### src/rtl/wb_writeback.sv
// RV32I writeback stage: 2-entry result FIFO feeding the register file write port,
// with load extraction at push time and forwarding lookup. Optional macro: LOAD_MISALIGN_TRAP_EN.
module wb_writeback #(
  parameter int REG_DATA_WIDTH     = 32,
  parameter int REGFILE_ADDR_WIDTH = 5
) (
  input  logic                          Clk,
  input  logic                          Reset_n,
  input  logic                          MEM_valid,
  output logic                          MEM_ready,
  input  logic [REGFILE_ADDR_WIDTH-1:0] MEM_rd_addr,
  input  logic                          MEM_rd_wr_en,
  input  logic [1:0]                    MEM_wb_sel,
  input  logic [2:0]                    MEM_funct3,
  input  logic [REG_DATA_WIDTH-1:0]     MEM_alu_result,
  input  logic [REG_DATA_WIDTH-1:0]     MEM_load_data,
  input  logic [REG_DATA_WIDTH-1:0]     MEM_pc_plus4,
  input  logic                          Rf_wr_ready,
  output logic [REGFILE_ADDR_WIDTH-1:0] Rd_addr,
  output logic [REG_DATA_WIDTH-1:0]     Rd_wr_data,
  output logic                          Rd_wr_en,
  input  logic [REGFILE_ADDR_WIDTH-1:0] Fwd_rs1_addr,
  input  logic [REGFILE_ADDR_WIDTH-1:0] Fwd_rs2_addr,
  output logic                          Fwd_rs1_hit,
  output logic                          Fwd_rs2_hit,
  output logic [REG_DATA_WIDTH-1:0]     Fwd_rs1_data,
  output logic [REG_DATA_WIDTH-1:0]     Fwd_rs2_data,
  output logic                          Misaligned_err,
  output logic [31:0]                   Retired_count
);

  typedef struct packed {
    logic [REGFILE_ADDR_WIDTH-1:0] rd;
    logic                          wr_en;
    logic [REG_DATA_WIDTH-1:0]     data;
`ifdef LOAD_MISALIGN_TRAP_EN
    logic                          mis;
`endif
  } entry_t;

  entry_t      slot_q [2];
  entry_t      slot_d [2];
  entry_t      push_ent;
  logic [1:0]  count_q, count_d;
  logic [31:0] ret_q, ret_d;
  logic        push, pop, head_v;
  logic [1:0]  off;
  logic [7:0]  ld_byte;
  logic [15:0] ld_half;
  logic [REG_DATA_WIDTH-1:0] ld_val;

  // Entry may write rd and be seen by forwarding.
  function automatic logic live(entry_t e);
`ifdef LOAD_MISALIGN_TRAP_EN
    return e.wr_en && (e.rd != '0) && !e.mis;
`else
    return e.wr_en && (e.rd != '0);
`endif
  endfunction

  assign off       = MEM_alu_result[1:0];
  assign head_v    = (count_q != 2'd0);
  assign MEM_ready = (count_q < 2'd2);
  assign push      = MEM_valid && MEM_ready;
  assign pop       = head_v && Rf_wr_ready;

  always_comb begin
    ld_byte = MEM_load_data[7:0];
    case (off)
      2'd1: ld_byte = MEM_load_data[15:8];
      2'd2: ld_byte = MEM_load_data[23:16];
      2'd3: ld_byte = MEM_load_data[31:24];
      default: ;
    endcase
    ld_half = off[1] ? MEM_load_data[31:16] : MEM_load_data[15:0];
    case (MEM_funct3)
      3'b000:  ld_val = {{24{ld_byte[7]}}, ld_byte};
      3'b100:  ld_val = {24'd0, ld_byte};
      3'b001:  ld_val = {{16{ld_half[15]}}, ld_half};
      3'b101:  ld_val = {16'd0, ld_half};
      default: ld_val = MEM_load_data;
    endcase
  end

  always_comb begin
    push_ent       = '0;
    push_ent.rd    = MEM_rd_addr;
    push_ent.wr_en = MEM_rd_wr_en;
    case (MEM_wb_sel)
      2'b01:   push_ent.data = ld_val;
      2'b10:   push_ent.data = MEM_pc_plus4;
      default: push_ent.data = MEM_alu_result;
    endcase
`ifdef LOAD_MISALIGN_TRAP_EN
    // Byte loads never misalign; anything not byte/half is word-class.
    push_ent.mis = (MEM_wb_sel == 2'b01) &&
      (((MEM_funct3[1:0] == 2'b01) && off[0]) ||
       ((MEM_funct3[1:0] != 2'b00) && (MEM_funct3[1:0] != 2'b01) && (off != 2'd0)) ||
       ((MEM_funct3 == 3'b011 || MEM_funct3 == 3'b111) && (off != 2'd0)));
`endif
  end

  // Slot 0 is always the head; pop shifts slot 1 down.
  always_comb begin
    slot_d  = slot_q;
    count_d = count_q + {1'b0, push} - {1'b0, pop};
    ret_d   = pop ? ret_q + 32'd1 : ret_q;
    if (pop) slot_d[0] = slot_q[1];
    if (push) begin
      if (count_q == 2'd1 && !pop) slot_d[1] = push_ent;
      else                         slot_d[0] = push_ent;
    end
  end

  always_ff @(posedge Clk) begin
    if (!Reset_n) begin
      slot_q[0] <= '0;
      slot_q[1] <= '0;
      count_q   <= 2'd0;
      ret_q     <= 32'd0;
    end else begin
      slot_q[0] <= slot_d[0];
      slot_q[1] <= slot_d[1];
      count_q   <= count_d;
      ret_q     <= ret_d;
    end
  end

`ifdef LOAD_MISALIGN_TRAP_EN
  logic err_q;
  always_ff @(posedge Clk) begin
    if (!Reset_n) err_q <= 1'b0;
    else          err_q <= pop && slot_q[0].mis;
  end
  assign Misaligned_err = err_q;
`else
  assign Misaligned_err = 1'b0;
`endif

  assign Retired_count = ret_q;
  assign Rd_addr       = head_v ? slot_q[0].rd : '0;
  assign Rd_wr_data    = head_v ? slot_q[0].data : '0;
  assign Rd_wr_en      = pop && live(slot_q[0]);

  // Younger (slot 1) match is checked first so it wins over the head.
  always_comb begin
    Fwd_rs1_hit  = 1'b0;
    Fwd_rs1_data = '0;
    Fwd_rs2_hit  = 1'b0;
    Fwd_rs2_data = '0;
    if (count_q == 2'd2 && live(slot_q[1]) && slot_q[1].rd == Fwd_rs1_addr) begin
      Fwd_rs1_hit = 1'b1; Fwd_rs1_data = slot_q[1].data;
    end else if (head_v && live(slot_q[0]) && slot_q[0].rd == Fwd_rs1_addr) begin
      Fwd_rs1_hit = 1'b1; Fwd_rs1_data = slot_q[0].data;
    end
    if (count_q == 2'd2 && live(slot_q[1]) && slot_q[1].rd == Fwd_rs2_addr) begin
      Fwd_rs2_hit = 1'b1; Fwd_rs2_data = slot_q[1].data;
    end else if (head_v && live(slot_q[0]) && slot_q[0].rd == Fwd_rs2_addr) begin
      Fwd_rs2_hit = 1'b1; Fwd_rs2_data = slot_q[0].data;
    end
  end

endmodule

### config.mk
export PLATFORM = sky130hd
export DESIGN_NAME = wb_writeback
export DESIGN_NICKNAME = d
export VERILOG_FILES = /design/src/rtl/wb_writeback.sv
export SDC_FILE = /design/constraint.sdc
export NUM_CORES = 1
export LEC_CHECK = 0
export ABC_AREA = 1
export CAP_MARGIN = 20
export CORE_MARGIN = 2
export CORE_UTILIZATION = 40
export CTS_BUF_LIST = sky130_fd_sc_hd__clkbuf_8 sky130_fd_sc_hd__clkbuf_16
export DETAILED_ROUTE_END_ITERATION = 8
export MAX_ROUTING_LAYER = met4
export PLACE_DENSITY_LB_ADDON = 0.08
export SLEW_MARGIN = 0
export SYNTH_ARGS = -nofsm -noshare
export SYNTH_HDL_FRONTEND = slang
export SYNTH_SLANG_ARGS = --single-unit
### constraint.sdc
create_clock -name Clk -period 2.8 [get_ports Clk]
set_clock_uncertainty 0.15 [all_clocks]
set_input_delay 0.56 -clock Clk [delete_from_list [all_inputs] [get_ports Clk]]
set_output_delay 0.56 -clock Clk [all_outputs]
set_load 0.01 [all_outputs]
==> results.md <==
- CTS Buf Count: 9
- Min-delay worst type: flip-flop to flip-flop
- Clock tree root driver cell: clkbuf_16
- Count of different cell masters after synthesis: 37
- Final Hold Fails: 0
- Least-Margin Pin Slew: about 690 ps
- Final number of max-transition violations: 0
- Total GRT Usage: a little under a third
- DR iter-0 viols: ~790
- Net count after synthesis: 1,435
- Number of buffers and inverters on the critical path: 5
- Total half-perimeter wirelength after legalization and detailed placement: around 23,000 microns
- Critical path's largest stage delay: about 280 ps
- Data required, critical path: about 2100 ps
- TritonCTS sink count: between 100 and 150
- Slowest library cell on the worst path: dlygate4sd2_1
- Part of the cycle the worst path needs: 101%
- Worst Setup Start Kind: input pin
- Floorplan die area: about 20,000 sq um
- Cell area after synthesis: 7700 sq um
- Critical Path Sink Type: output port
- WP data arrival: between 2000 and 2500 ps
- Largest net degree at the start of global routing: 40
- Clock latency on the worst-skew pair: 350 ps
- Proportion of layout cells with a drive suffix above 1: between 10% and 20%
- Ratio of total power to cell area: approximately 520 nW/um^2
- Minimum clock period after layout: roughly 2800 ps
- Crit path max-delay family: buffers and inverters
- Seq/Total Area, Yosys: about 29%
- Worst hold-check slack: 359 ps
- Global route total overflow: 0
- Global-route met3 utilization: roughly 4.2%
- Critical path peak fanout: 5
- Violated checks: setup timing
- Post-DR wirelength/cell: around 17 microns
- H-tree levels: 3
- Final estimated routing congestion in global placement: 0.986
- Max-Slew Margin vs Limit: a little over half
- Core footprint: between 15,000 and 20,000 sq um
- Initial Utilization: between 40% and 50%
- Post-synthesis to final-layout area growth: 46.7%
- Flip-flop and latch count after synthesis: between 100 and 150
- Post-detailed-route via-to-cell ratio: ~5.2
- First-pass DRT Iterations: 5
- Floorplan row count: 50
- Maximum achievable frequency: 0.354 GHz
- Min setup slack post-route: -26.8 ps
- M2 GR Usage: 46.1%
- DP Worst Slack: -556 ps
- Die X: around 140 microns
- Port Buf Inserts: ~260
- CP cell instances: dlygate4sd2_1 > xnor2_1 > nand4_1 > inv_2 > buf_4 > clkbuf_16 > nand2_1 > nand2_1 > buf_2
- Post-layout util: around three fifths
- DRC violation count after routing: 0
- Clock transition at path regs: 90 ps
- Critical path start-end classification: input pin to output port
- Grt met1 use: approximately 42%
- Number of global-route vias before repair: 8,650
- Global-route wire length before repair: around 47,000 microns
- Status: complete, but fails checks
- Number of buffers on the longest clock path: 2
- Max VDD drop: roughly 0.00035 V
- Total number of vias: about 9,600
- Boundary pin count: ~260
- Ys Warns: 0
- Total wire length: around 31,000 microns
- Antenna violations before repair: 0
- Worst path most repeated cell: nand2_1
- Layer with the highest usage after global routing: met2
- Count of antenna-violating nets left after detailed routing: 0
- Overall power of the completed layout: around 5.8 mW
- Number of diodes: 0
- Number of buffers added to fix hold violations after cts: 0
- LEAKAGE: approximately 5.0 nW
- Synthesized area divided by synthesized cell count: between 5 and 6 sq um
- Floorplan die height: roughly 140 microns
- Number of setup violations in the final report: 6
- Nets: 1,700
- Count of maximum capacitance violations: 0
- Clock tree from TritonCTS: yes
- Number of cells produced by synthesis: approximately 1,300
[worst register-to-register path, stage by stage (launching register included)]
cell and delay [ps]:
dfxtp_1 460, ha_1 280, nand3_1 160, inv_1 80
nand2_1 80, nor3_4 250, nand3_2 160, nor2_1 150
nand2_1 60, nand2_1 50, nor2_1 40
[Yosys cell counts (all sizes together)]
library cell	count	share of area (%)
a21boi	2	0.19
a21oi	131	8.5
a31oi	3	0.24
and2	1	0.081
buf	27	2.0
clkbuf	49	2.4
clkinv	3	0.15
conb	1	0.049
dfxtp	110	29
ha	5	0.81
inv	103	5.0
nand2	393	19
nand3	101	6.8
nand3b	3	0.29
nand4	9	0.73
nor2	146	7.4
nor3	8	1.1
nor3b	2	0.19
nor4	1	0.081
o211ai	10	0.97
o21a	3	0.29
o21ai	136	8.8
o21bai	6	0.58
o22ai	1	0.081
or2	29	2.4
xnor2	14	1.6
xor2	12	1.4
[cell type report]
class / instances / area [sq um]
clock buffer: 9 / 225
clock inverter: 7 / 104
fill: 1825 / 7530
inverter: 106 / 399
multi-input combinational: 1017 / 4950
sequential: 110 / 2230
tap: 260 / 325
timing repair buffer: 330 / 3080
[kinds of logic (layout without fill, tap and decap cells)]
logic type,count (synthesis),in the layout,synth area share (%)
buf+inv,182,452,9.55
xor+xnor,26,26,2.96
flops,110,110,28.6
compound gates,292,292,19.7
other cells,1,1,0.0487
fa+ha+maj,5,5,0.812
simple gates,693,693,38.3
[cell usage in the layout (no fill, tap or decap), types with 4 or more instances in the layout]
cell             instances
a21oi_1                131
buf_12                   9
buf_2                   44
buf_4                   47
buf_6                   17
clkbuf_16               10
clkbuf_2                17
clkdlybuf4s50_1        180
dfxtp_1                101
dfxtp_2                  4
dfxtp_4                  5
dlygate4sd2_1            6
ha_1                     5
inv_1                   92
inv_2                   11
nand2_1                385
nand2_2                  7
nand3_1                 94
nand3_2                  7
nand4_1                  9
nor2_1                 136
nor2_2                   5
nor2_4                   5
nor3_1                   4
nor3_4                   4
o211ai_1                10
o21ai_0                130
o21ai_1                  5
o21bai_1                 6
or2_2                   27
xnor2_1                  4
xnor2_2                 10
xor2_1                   7
xor2_2                   5
[routing by layer]
layer / part of all wire [%] / up-vias
li1: - / 4758
met5: 0 / -
met3: 7.8 / 43
met4: 2.3 / 0
met2: 45 / 429
met1: 45 / 4356
[state kept, by name (all words and copies together), names as in the netlist]
register and count:
slot_q 76, Retired_count 32, count_q 2
[path summary, 6_finish.rpt]
kind | startpoint | end | slack [ps] | cells after the start
worst max-delay path | Fwd_rs2_addr[4] | Fwd_rs2_data[29] | -30 | 9
worst min-delay path | Retired_count[14] | Retired_count[14] | 360 | 1
worst max register to register | Retired_count[0] | Retired_count[28] | 780 | 10
worst min register to register | Retired_count[14] | Retired_count[14] | 360 | 1
[power by group]
group / internal (mW) / switching, mW
registers: 1.82 / 0.251
clock network: 0.726 / 0.658
logic: 1.00 / 1.38
total: 3.55 / 2.29
[stage by stage]
stage               area [sq um]  std cells  TNS [ps]
floorplan                   7700       1309         0
global placement           10800       1805    -31100
detailed placement         10800       1805    -33090
CTS                        11300       1839     -2.27
global route               11300       1839      -582
finish                     11300       1839     -69.7
[what timing repair did]
action / in CTS / in global routing
cloned: 4 / 1
gates resized for setup: 278 / 59
pin swaps: 12 / 22
buffers inserted: 15 / 3
endpoints found under the hold margin: 0 / 0
setup endpoints to repair: 66 / 66
(Power assumes the default switching activity.)
